===== config.mk =====
export PLATFORM = sky130hd
export DESIGN_NAME = alu_slice_sequencer
export DESIGN_NICKNAME = d
export VERILOG_FILES = /design/src/rtl/alu_slice_sequencer.sv
export SDC_FILE = /design/constraint.sdc
export NUM_CORES = 1
export LEC_CHECK = 0
export ABC_AREA = 1
export CORE_ASPECT_RATIO = 1.5
export CORE_UTILIZATION = 48
export DETAILED_ROUTE_END_ITERATION = 10
export GPL_TIMING_DRIVEN = 0
export PLACE_DENSITY = 0.77
export SLEW_MARGIN = 0
export SYNTH_ARGS = -nofsm -noshare
export SYNTH_HDL_FRONTEND = slang
export SYNTH_SLANG_ARGS = --single-unit

===== constraint.sdc =====
create_clock -name clk -period 1.77 [get_ports clk]
set_input_delay 0.177 -clock clk [delete_from_list [all_inputs] [get_ports clk]]
set_output_delay 0.177 -clock clk [all_outputs]
set_load 0.02 [all_outputs]

===== src/rtl/alu_slice_sequencer.sv =====
// rtl/alu_slice_sequencer.sv - runs 16-bit ALU ops nibble-serially through one 4-bit ALU slice
//
// Purpose: accepts two W-bit operands and an opcode. It then walks the operands
// through an external combinational 4-bit ALU slice, LSB nibble first, one nibble
// per cycle. The slice carry goes through a register between nibbles. The wide
// result and flags are held until the consumer accepts them.
//
// Ports:
//   clk, rst_n                  clock, asynchronous active-low reset
//   in_valid/in_ready           operand handshake (in_ready high only in IDLE)
//   in_a, in_b, in_op           operands and opcode, latched on accept
//   out_valid/out_ready         result handshake (result held until accepted)
//   out_result                  W-bit result
//   out_cout, out_overflow,
//   out_zero, out_err           result flags
//   alu_a, alu_b, alu_cin,
//   alu_less, alu_op            drive the slice (registered state only)
//   alu_result, alu_cout,
//   alu_overflow                slice outputs, sampled on every RUN edge

module alu_slice_sequencer #(
  parameter int NSLICES = 4
) (
  input  logic                   clk,
  input  logic                   rst_n,
  input  logic                   in_valid,
  output logic                   in_ready,
  input  logic [4*NSLICES-1:0]   in_a,
  input  logic [4*NSLICES-1:0]   in_b,
  input  logic [2:0]             in_op,
  output logic                   out_valid,
  input  logic                   out_ready,
  output logic [4*NSLICES-1:0]   out_result,
  output logic                   out_cout,
  output logic                   out_overflow,
  output logic                   out_zero,
  output logic                   out_err,
  output logic [3:0]             alu_a,
  output logic [3:0]             alu_b,
  output logic                   alu_cin,
  output logic                   alu_less,
  output logic [2:0]             alu_op,
  input  logic [3:0]             alu_result,
  input  logic                   alu_cout,
  input  logic                   alu_overflow
);

  localparam int W  = 4 * NSLICES;
  localparam int IW = (NSLICES > 1) ? $clog2(NSLICES) : 1;
  localparam logic [IW-1:0] LAST_IDX = IW'(NSLICES - 1);

  localparam logic [2:0] OP_AND = 3'b000;
  localparam logic [2:0] OP_OR  = 3'b001;
  localparam logic [2:0] OP_ADD = 3'b010;
  localparam logic [2:0] OP_SUB = 3'b110;
  localparam logic [2:0] OP_SLT = 3'b111;

  typedef enum logic [1:0] {
    S_IDLE = 2'd0,
    S_RUN  = 2'd1,
    S_DONE = 2'd2
  } state_t;

  state_t          state_q, state_d;
  logic [W-1:0]    a_q, b_q, res_q;
  logic [2:0]      op_q;
  logic [IW-1:0]   idx_q;
  logic            carry_q;
  logic            ovf_q;

  logic            accept;
  logic            last_slice;
  logic            is_legal;
  logic            is_arith;
  logic            is_subtract;
  logic            is_done;
  logic [W-1:0]    final_res;

  assign accept     = (state_q == S_IDLE) && in_valid;
  assign last_slice = (idx_q == LAST_IDX);
  assign is_done    = (state_q == S_DONE);

  // Opcode decode on the latched opcode
  assign is_arith    = (op_q == OP_ADD) || (op_q == OP_SUB) || (op_q == OP_SLT);
  assign is_subtract = (op_q == OP_SUB) || (op_q == OP_SLT);
  assign is_legal    = is_arith || (op_q == OP_AND) || (op_q == OP_OR);

  // State register
  always_ff @(posedge clk or negedge rst_n) begin
    if (!rst_n) begin
      state_q <= S_IDLE;
    end else begin
      state_q <= state_d;
    end
  end

  // Next-state logic
  always_comb begin
    state_d = state_q;
    case (state_q)
      S_IDLE:  if (in_valid)   state_d = S_RUN;
      S_RUN:   if (last_slice) state_d = S_DONE;
      S_DONE:  if (out_ready)  state_d = S_IDLE;
      default: state_d = S_IDLE;
    endcase
  end

  // Operand latch, nibble accumulator and carry chain
  always_ff @(posedge clk or negedge rst_n) begin
    if (!rst_n) begin
      a_q     <= '0;
      b_q     <= '0;
      op_q    <= '0;
      idx_q   <= '0;
      res_q   <= '0;
      carry_q <= 1'b0;
      ovf_q   <= 1'b0;
    end else if (accept) begin
      a_q     <= in_a;
      b_q     <= in_b;
      op_q    <= in_op;
      idx_q   <= '0;
      res_q   <= '0;
      carry_q <= 1'b0;
      ovf_q   <= 1'b0;
    end else if (state_q == S_RUN) begin
      for (int i = 0; i < NSLICES; i++) begin
        if (idx_q == IW'(i)) begin
          res_q[4*i +: 4] <= alu_result;
        end
      end
      carry_q <= alu_cout;
      if (last_slice) begin
        // Only the top slice's overflow is meaningful for the wide operation
        ovf_q <= alu_overflow;
        idx_q <= '0;
      end else begin
        idx_q <= idx_q + 1'b1;
      end
    end
  end

  // Slice drive. The slice is driven only in RUN, so the slice inputs stay at
  // their reset values while the sequencer waits.
  always_comb begin
    alu_a   = 4'h0;
    alu_b   = 4'h0;
    alu_cin = 1'b0;
    alu_op  = 3'b000;
    if (state_q == S_RUN) begin
      for (int i = 0; i < NSLICES; i++) begin
        if (idx_q == IW'(i)) begin
          alu_a = a_q[4*i +: 4];
          alu_b = b_q[4*i +: 4];
        end
      end
      // SLT runs as a full subtract; the less-than bit is derived at the end
      alu_op = (op_q == OP_SLT) ? OP_SUB : op_q;
      if (idx_q == '0) begin
        alu_cin = is_subtract;
      end else begin
        alu_cin = is_arith & carry_q;
      end
    end
  end

  assign alu_less = 1'b0;

  // Final result: the sign of the true difference is msb XOR overflow
  always_comb begin
    final_res = res_q;
    if (!is_legal) begin
      final_res = '0;
    end else if (op_q == OP_SLT) begin
      final_res = {{(W-1){1'b0}}, res_q[W-1] ^ ovf_q};
    end
  end

  // Outputs are gated by DONE so no partial result is ever visible
  assign in_ready     = (state_q == S_IDLE);
  assign out_valid    = is_done;
  assign out_result   = is_done ? final_res : '0;
  assign out_cout     = is_done & is_arith & carry_q;
  assign out_overflow = is_done & ((op_q == OP_ADD) || (op_q == OP_SUB)) & ovf_q;
  assign out_zero     = is_done & (final_res == '0);
  assign out_err      = is_done & ~is_legal;

endmodule


After elaboration in Yosys (flattened, before gate mapping)
Index checks and enable logic that the tools add are counted.
- flip-flop bits (word level): 57
- bits of input ports: 45
- output and inout bits: 35
- logic and storage cells: 88
- $add $sub $neg: 1
- eq/ne operators: 12
- mux-type cells: 35
- bitwise gates (word level): 9
- reductions and logical operators: 20
- operators by type and width (kind ; count):
    $mux W16 ; 5
    $mux W4 ; 14
    $logic_not A16 Y1 ; 1
    $mux W2 ; 6
    $reduce_bool A2 Y1 ; 5
    $reduce_and A2 Y1 ; 4
    $and A1 B1 Y1 ; 7
    $mux W1 ; 7
    $eq A2 B2 Y1 const B ; 3
    $eq A3 B3 Y1 const B ; 2
    $mux W3 ; 2
    $ne A2 B2 Y1 const B ; 3
    $pmux W2 S3 ; 1
    $logic_or A1 B1 Y1 ; 5
    $eq A2 B1 Y1 const B ; 2
    $logic_not A2 Y1 ; 2
    $eq A3 B1 Y1 const B ; 1
    $eq A3 B2 Y1 const B ; 1
    $logic_not A3 Y1 ; 1
    $reduce_and A3 Y1 ; 1
    $add A2 B1 Y2 const B ; 1
    $logic_and A1 B1 Y1 ; 1
    $not A1 Y1 ; 1
    $xor A1 B1 Y1 ; 1

Depth between registers and ports, before layout
Gate-level depths: netlist (run 1).
- depth in word-level cells: 8
- depth in mapped cells: 8
- gate-level depth less buffers: 8

Worst setup path before layout (run 1)
Ideal clock, no wire load.
- path type: reg2out
- start: register state_q[1]
- end: output port out_overflow
- arrival: 1.525 ns
- required time: 1.593 ns
- slack: 0.068 ns
- stages on the path, launching flop included: 6
- buffers on the path: 1
- cell sequence: dfrtp_1 inv_1 nor2_1 inv_1 buf_2 nor3_1
- cells in the longest elaborated chain, start to end: 3
- RTL lines (element ; line ; source):
    start: declaration ; 64 ; state_t state_q, state_d;
    start signal: assignment ; 93 ; state_q <= state_d;
    $eq A2 B2 Y1 ; 81 ; assign is_done = (state_q == S_DONE);
    via out_valid ; 31 ; output logic out_valid,
    $and A1 B1 Y1 (2 in a row) ; 184 ; assign out_overflow = is_done & ((op_q == OP_ADD) || (op_q == OP_SUB)) & ovf_q;
    end: declaration ; 35 ; output logic out_overflow,
The timed path passes the listed nets, and every way through them passes these cells.

Worst setup path in the final report (run 1)
- start: register idx_q[1]
- end: output port alu_b[3]
- cells in the longest elaborated chain, start to end: 6
- elaborated cells on any way between the ends: 9
- classes of those cells: eq/ne (3); mux (5); reduce/logical (1)
- RTL lines (element ; line ; source):
    start: declaration ; 67 ; logic [IW-1:0] idx_q;
    start signal: assignment ; 138 ; idx_q <= idx_q + 1'b1;
    $logic_not A2 Y1 ; 152 ; if (idx_q == IW'(i)) begin
    $mux W4 (3 in a row) ; 152 ;
    $mux W4 (*) ; 152 ;
    $mux W4 (*) ; 150 ; if (state_q == S_RUN) begin
    end: declaration ; 39 ; output logic [3:0] alu_b,
Every way passes the cells marked *; elsewhere a longest branch is shown, timed or not.

==> flow_summary.toml, run 1 <==
[sta]
worst_pin_slew_ns = 0.6141
setup-violations-final = 11
rsz0062_at_grt = "true"
setup_tns_ns = -1.302
whs_ns = 0.3874
finalWorstSetupSlack_ns = -0.2019
maxSlewHeadroom_pct = 59.06
skew_ns = 0.004175
finalMaxSlewViolations = 0
fmax_ghz = 0.5071
hold_viol_final = 0
min_period_ns = 1.972
finalCritPeriodShare_pct = 111.4

[cts]
clockBufferDepth = 2
cts_made_buffers = 9
cts_num_sinks = 57
path_clk_slew_ns = 0.06
htreeDepth = 3
clock_latency_ns = 0.34
cts_tree = "built"
root_buffer = "clkbuf_8"

[placement]
place_ws_ns = -0.5565
dp_hpwl_mm = 5.120
port_buffers = 78
place_congestion = 0.8129

[setup_path]
startpoint_type = "register"
crit_family = "buffers and inverters"
cp_max_fo = 7
worstPathCellList = "buf_4 > ha_4 > inv_6 > buf_6 > o211ai_1 > a21oi_1 > buf_4"
cpMaxStageDelayCell = "dfrtp_1"
worst-path-buf-inv = 4
worstSetupPathType = "reg -> out"
cpPeakStageDelay_ns = 0.41
end_kind = "output pin"
cp.arrival_ns = 1.79
crit_required_ns = 1.59
crit_top_cell = "buf_4"

[floorplanning]
fp.dieArea_mm2 = 0.006492
num_io_pins = 80
die_x_um = 66.12
coreArea_mm2 = 0.005871
start_util_pct = 50.43
core.rowCount = 34
die_h_um = 98.18

[synth]
synthCells = 306
ys_warn_count = 0
syn_nets = 355
syn_avg_cell_area_um2 = 9.674
synth_area_mm2 = 0.002960
yosysSeqAreaShare_pct = 48.18
synth.distinct_cells = 28
ys_ff_latch = 57

[power_and_ir_drop]
powerDensity_mw_per_mm2 = 1967
vdd_drop_max_v = 0.001395
p_leak_nw = 2.126

[route]
drc = 0
first_iter_violations = 168
highest_layer = "met4"
wl_met1_mm = 3.137
dr_total_vias = 2608
wl_per_cell_um = 16.64
met2WireLength_mm = 4.479
wirelength_mm = 8.218
drt_first_pass_iters = 4
met3_wirelength_um = 320
vias_per_cell = 5.279
ant_nets = 0

[finish]
areaGrowthSynthToFinish_pct = 50.38
layout.nets = 467
diodes = 0
layout-drive-gt1-share_pct = 41.47

[global_routing]
grt_pass1_vias = 2614
grt_overflow = 0
grt_first_pass_wirelength_mm = 12.46
grt_max_degree = 34
grt_use_total_pct = 26.19
antenna_found_initial = 0

[outcome]
violations = "setup timing"
status = "finished with violations"

[min_path]
hold_class = "in -> async"

[job]
drv_cap = 0
[worst reg2reg max path: stages, from the launching register on]
cell and delay, ns:
dfrtp_1 0.41, inv_2 0.11, ha_4 0.20, buf_16 0.14
inv_8 0.04, buf_4 0.12, buf_4 0.12, o21ai_2 0.14
inv_2 0.09, nand2_1 0.06, o21ai_1 0.06
[registers in the layout, summed over array words and instances, names as in the netlist]
| signal | flops |
|---|---|
| idx_q | 2 |
| carry_q | 1 |
| a_q | 16 |
| op_q | 3 |
| res_q | 16 |
| ovf_q | 1 |
| b_q | 16 |
| state_q | 2 |
[where the power goes]
group	switching [mW]	total (mW)	internal, mW
combinational	2.67	5.20	2.53
clock	0.486	1.09	0.606
sequential	0.505	2.46	1.96
total	3.66	8.76	5.10
[Yosys cell counts]
master	number	area, µm²
a21oi_2	1	8.760
nor3_1	2	10.01
buf_6	6	67.56
clkbuf_1	2	7.510
inv_2	5	18.77
o21ai_0	23	115.1
o211ai_1	1	7.510
inv_1	14	52.55
nand2_4	1	11.26
o21ai_2	1	8.760
nand2_1	70	262.8
ha_1	4	50.05
o21ai_1	20	100.1
a31oi_1	2	12.51
nand3_1	12	60.06
nand2_2	1	6.260
a211oi_1	1	7.510
a21oi_1	13	65.06
nor2_1	27	101.4
buf_4	2	15.01
dfrtp_1	57	1426
nor2_4	1	11.26
buf_2	4	20.02
buf_8	1	15.01
conb_1	1	3.750
xnor2_1	1	8.760
nand4_1	1	6.260
mux2_4	32	480.5
[area by class of cell]
type / instances / area, µm²
timing repair inverter: 1 / 11.26
clock inverter: 3 / 15.01
inverter: 19 / 91.34
fill: 408 / 1419
tap: 72 / 90.09
buffer: 15 / 167.7
sequential: 57 / 1428
timing repair buffer: 100 / 945.9
clock buffer: 12 / 165.2
multi-input combinational: 215 / 1538
[placed cells by master, fill, tap and decap left out, drive strengths merged]
| cell type | n |
|---|---|
| clkinv | 3 |
| nand2 | 72 |
| nor3 | 2 |
| clkbuf | 19 |
| nand3 | 12 |
| o21ai | 44 |
| o211ai | 1 |
| xnor2 | 1 |
| a21oi | 14 |
| a211oi | 1 |
| dlygate4sd3 | 1 |
| nor2 | 28 |
| inv | 20 |
| mux2 | 32 |
| ha | 4 |
| clkdlybuf4s50 | 44 |
| nand4 | 1 |
| dlygate4sd2 | 3 |
| conb | 1 |
| buf | 60 |
| dfrtp | 57 |
| a31oi | 2 |
[repair_timing]
action | 4_1_cts | 5_1_grt
pin swaps | 13 | 19
buffers inserted | 9 | 5
hold endpoints to repair | 24 | 0
resized for setup | 185 | 65
setup endpoints to repair | 33 | 28
cloned | 4 | 3
hold buffers | 1 | 0
[layer usage]
layer	track usage, %	vias to the layer above
li1	-	1241
met1	29.35	1250
met2	46.23	97
met3	3.855	20
met4	14.08	0
met5	0	-
[kinds of logic (layout without fill, tap and decap cells)]
kind of cell	count (synthesis)	in the layout	synth area share (%)
flip-flops	57	57	48.18
buffers and inverters	34	150	6.635
XOR/XNOR	1	1	0.2959
AO/OA/AOI/OAI	62	62	10.99
other	1	1	0.1267
multiplexers	32	32	16.23
AND/OR/NAND/NOR	115	115	15.85
adder cells (fa/ha/maj)	4	4	1.691
[per-stage QoR]
stage / total power, mW / util (%) / instance area, µm² / instances
after floorplan: 5.071 / - / 2960 / 306
after global placement: 6.212 / 65.26 / 3831 / 456
after detailed placement: 6.332 / 65.52 / 3846 / 457
after CTS: 8.102 / 72.29 / 4244 / 486
after global routing: 9.285 / 75.83 / 4452 / 494
final: 8.757 / 75.83 / 4452 / 494
[path summary, 6_finish.rpt]
path / start / endpoint / slack, ns / cells after the start
setup reg to reg: idx_q[1]$_DFFE_PN0P_ / res_q[6]$_DFFE_PN0P_ / 0.16 / 10
hold / removal: rst_n / a_q[13]$_DFFE_PN0P_ / 0.39 / 2
setup / recovery: idx_q[1]$_DFFE_PN0P_ / alu_b[3] / -0.20 / 7
min in group clk: alu_cout / carry_q$_DFFE_PN0P_ / 0.41 / 3
hold reg to reg: res_q[0]$_DFFE_PN0P_ / res_q[0]$_DFFE_PN0P_ / 0.50 / 2
max in group asynchronous: rst_n / a_q[5]$_DFFE_PN0P_ / 0.79 / 3
(Power assumes the default switching activity.)
==> run 2, diff against run 1 <==
Settings changed: GPL_TIMING_DRIVEN 0 to 1.
==> run 2 against run 1 <==
Compared with the run above: the flow still finishes with violations (setup timing); setup slack got worse by 0.060 ns; power rose by 7.7%; via count rose by 4.7%; clock power rose by 47%; sequential power rose by 2%; wire length rose by 9.3%; die area did not move; first-iteration DRC count fell by 32%; count of clock-buffer cells in the layout fell by 2; sequential share of layout area fell by 0.48 points; critical endpoint is now alu_b[0].
==> flow_summary.toml, run 2 (synthesis gave the netlist of run 1 again) <==
[route]
wl_per_cell_um = 17.61
wirelength_mm = 8.983
vias_per_cell = 5.355
ant_nets = 0
first_iter_violations = 114
drc = 0
drt_first_pass_iters = 4
dr_total_vias = 2731

[cts]
clock_latency_ns = 0.34
root_buffer = "clkbuf_8"
htreeDepth = 3
cts_num_sinks = 57
cts_made_buffers = 9
cts_tree = "built"
path_clk_slew_ns = 0.07
clockBufferDepth = 2

[finish]
finalInstanceArea_mm2 = 0.004523
utilization_pct = 77.05
diodes = 0
layout-drive-gt1-share_pct = 43.84
areaGrowthSynthToFinish_pct = 52.79
layout.nets = 482
top_regs = "a_q: 16 flops, b_q: 16 flops, res_q: 16 flops"
final_common_cell = "nand2_1"
mostFrequentLayoutCells = "57 x nand2_1, 55 x dfrtp_1, 44 x buf_4"

[global_routing]
grt_use_total_pct = 26.26
grt_use_met2_pct = 46.31
grt_pass1_vias = 2669
grt_max_degree = 44
grt_overflow = 0
met1_usage_pct = 28.90
grt_first_pass_wirelength_mm = 12.61
grt.met3_usage_pct = 6.075
grt-busiest-layer = "met2"
antenna_found_initial = 0

[setup_path]
startpoint_type = "register"
crit_required_ns = 1.59
cp_max_fo = 4
end_kind = "output pin"
worstSetupPathType = "reg -> out"
cp.arrival_ns = 1.85

[job]
drv_cap = 0

[outcome]
violations = "setup timing"
status = "finished with violations"

[floorplanning]
fp.dieArea_mm2 = 0.006492
die_x_um = 66.12
core.rowCount = 34
start_util_pct = 50.43
coreArea_mm2 = 0.005871
num_io_pins = 80
die_h_um = 98.18

[sta]
hold_viol_final = 0
finalCritPeriodShare_pct = 114.8
setup-violations-final = 10
rsz0062_at_grt = "true"
min_period_ns = 2.032
finalMaxSlewViolations = 0
skew_ns = 0.005321
finalWorstSetupSlack_ns = -0.2618
fmax_ghz = 0.4922

[power_and_ir_drop]
powerDensity_mw_per_mm2 = 2086
p_leak_nw = 2.209
vdd_drop_max_v = 0.001484

[placement]
port_buffers = 78
placed_area_mm2 = 0.003956
dp_hpwl_mm = 5.179
place_congestion = 0.8390

[min_path]
hold_class = "in -> async"
run 2: where the power goes:
part | internal [mW] | total [mW] | switching [mW]
Sequential | 1.96 | 2.52 | 0.563
Combinational | 2.57 | 5.31 | 2.74
Clock | 1.07 | 1.60 | 0.530
run 2: layer usage:
layer  part of all wire (%)  wire, µm
met1                     36      3277
met2                     55      4897
met3                    5.0       448
met4                    4.0       360
met5                      0         0
run 2: per-stage QoR:
stage	setup slack (ns)	power [mW]	TNS, ns	std cells	hold slack, ns
after CTS	-0.2304	8.302	-1.415	492	0.2928
after floorplan	0.06800	5.071	0	306	-0.1186
after global routing	-0.2986	9.941	-2.506	510	0.3079
after global placement	-0.3635	6.433	-3.288	470	0.1051
final	-0.2618	9.435	-1.875	510	0.2884
after detailed placement	-0.4016	6.535	-3.787	470	0.1222
run 2: final timing paths:
check / slack [ns] / to / startpoint / cells after the start
min in group clk: 0.41 / carry_q$_DFFE_PN0P_ / alu_cout / 3
min: 0.29 / op_q[0]$_DFFE_PN0P_ / rst_n / 2
max reg2reg: 0.13 / res_q[15]$_DFFE_PN0P_ / idx_q[0]$_DFFE_PN0P_ / 9
max: -0.26 / alu_b[0] / idx_q[1]$_DFFE_PN0P_ / 8
min reg2reg: 0.51 / res_q[8]$_DFFE_PN0P_ / res_q[8]$_DFFE_PN0P_ / 2
max in group asynchronous: 0.92 / res_q[2]$_DFFE_PN0P_ / rst_n / 3
run 2: layout make-up:
cell class / instances / area [µm²]
multi-input combinational: 217 / 1549
fill: 394 / 1348
clock buffer: 10 / 127.6
tap: 72 / 90.09
timing repair buffer: 127 / 1100
sequential: 57 / 1429
inverter: 19 / 83.83
timing repair inverter: 2 / 13.76
clock inverter: 6 / 130.1
run 2: timing repair:
action | in CTS | in global routing
gates cloned | 3 | 1
setup buffers | 2 | 18
hold endpoints to repair | 14 | 0
endpoints found under the setup margin | 34 | 29
hold buffers | 1 | 0
gates resized for setup | 140 | 94
pin swaps | 3 | 27
run 2: critical path, stage by stage (launching register included):
cell	delay, ns
dfrtp_2	0.46
buf_6	0.15
ha_4	0.20
buf_6	0.13
a21oi_2	0.12
nand2_1	0.11
o21ai_2	0.09
a21oi_2	0.08
buf_4	0.16
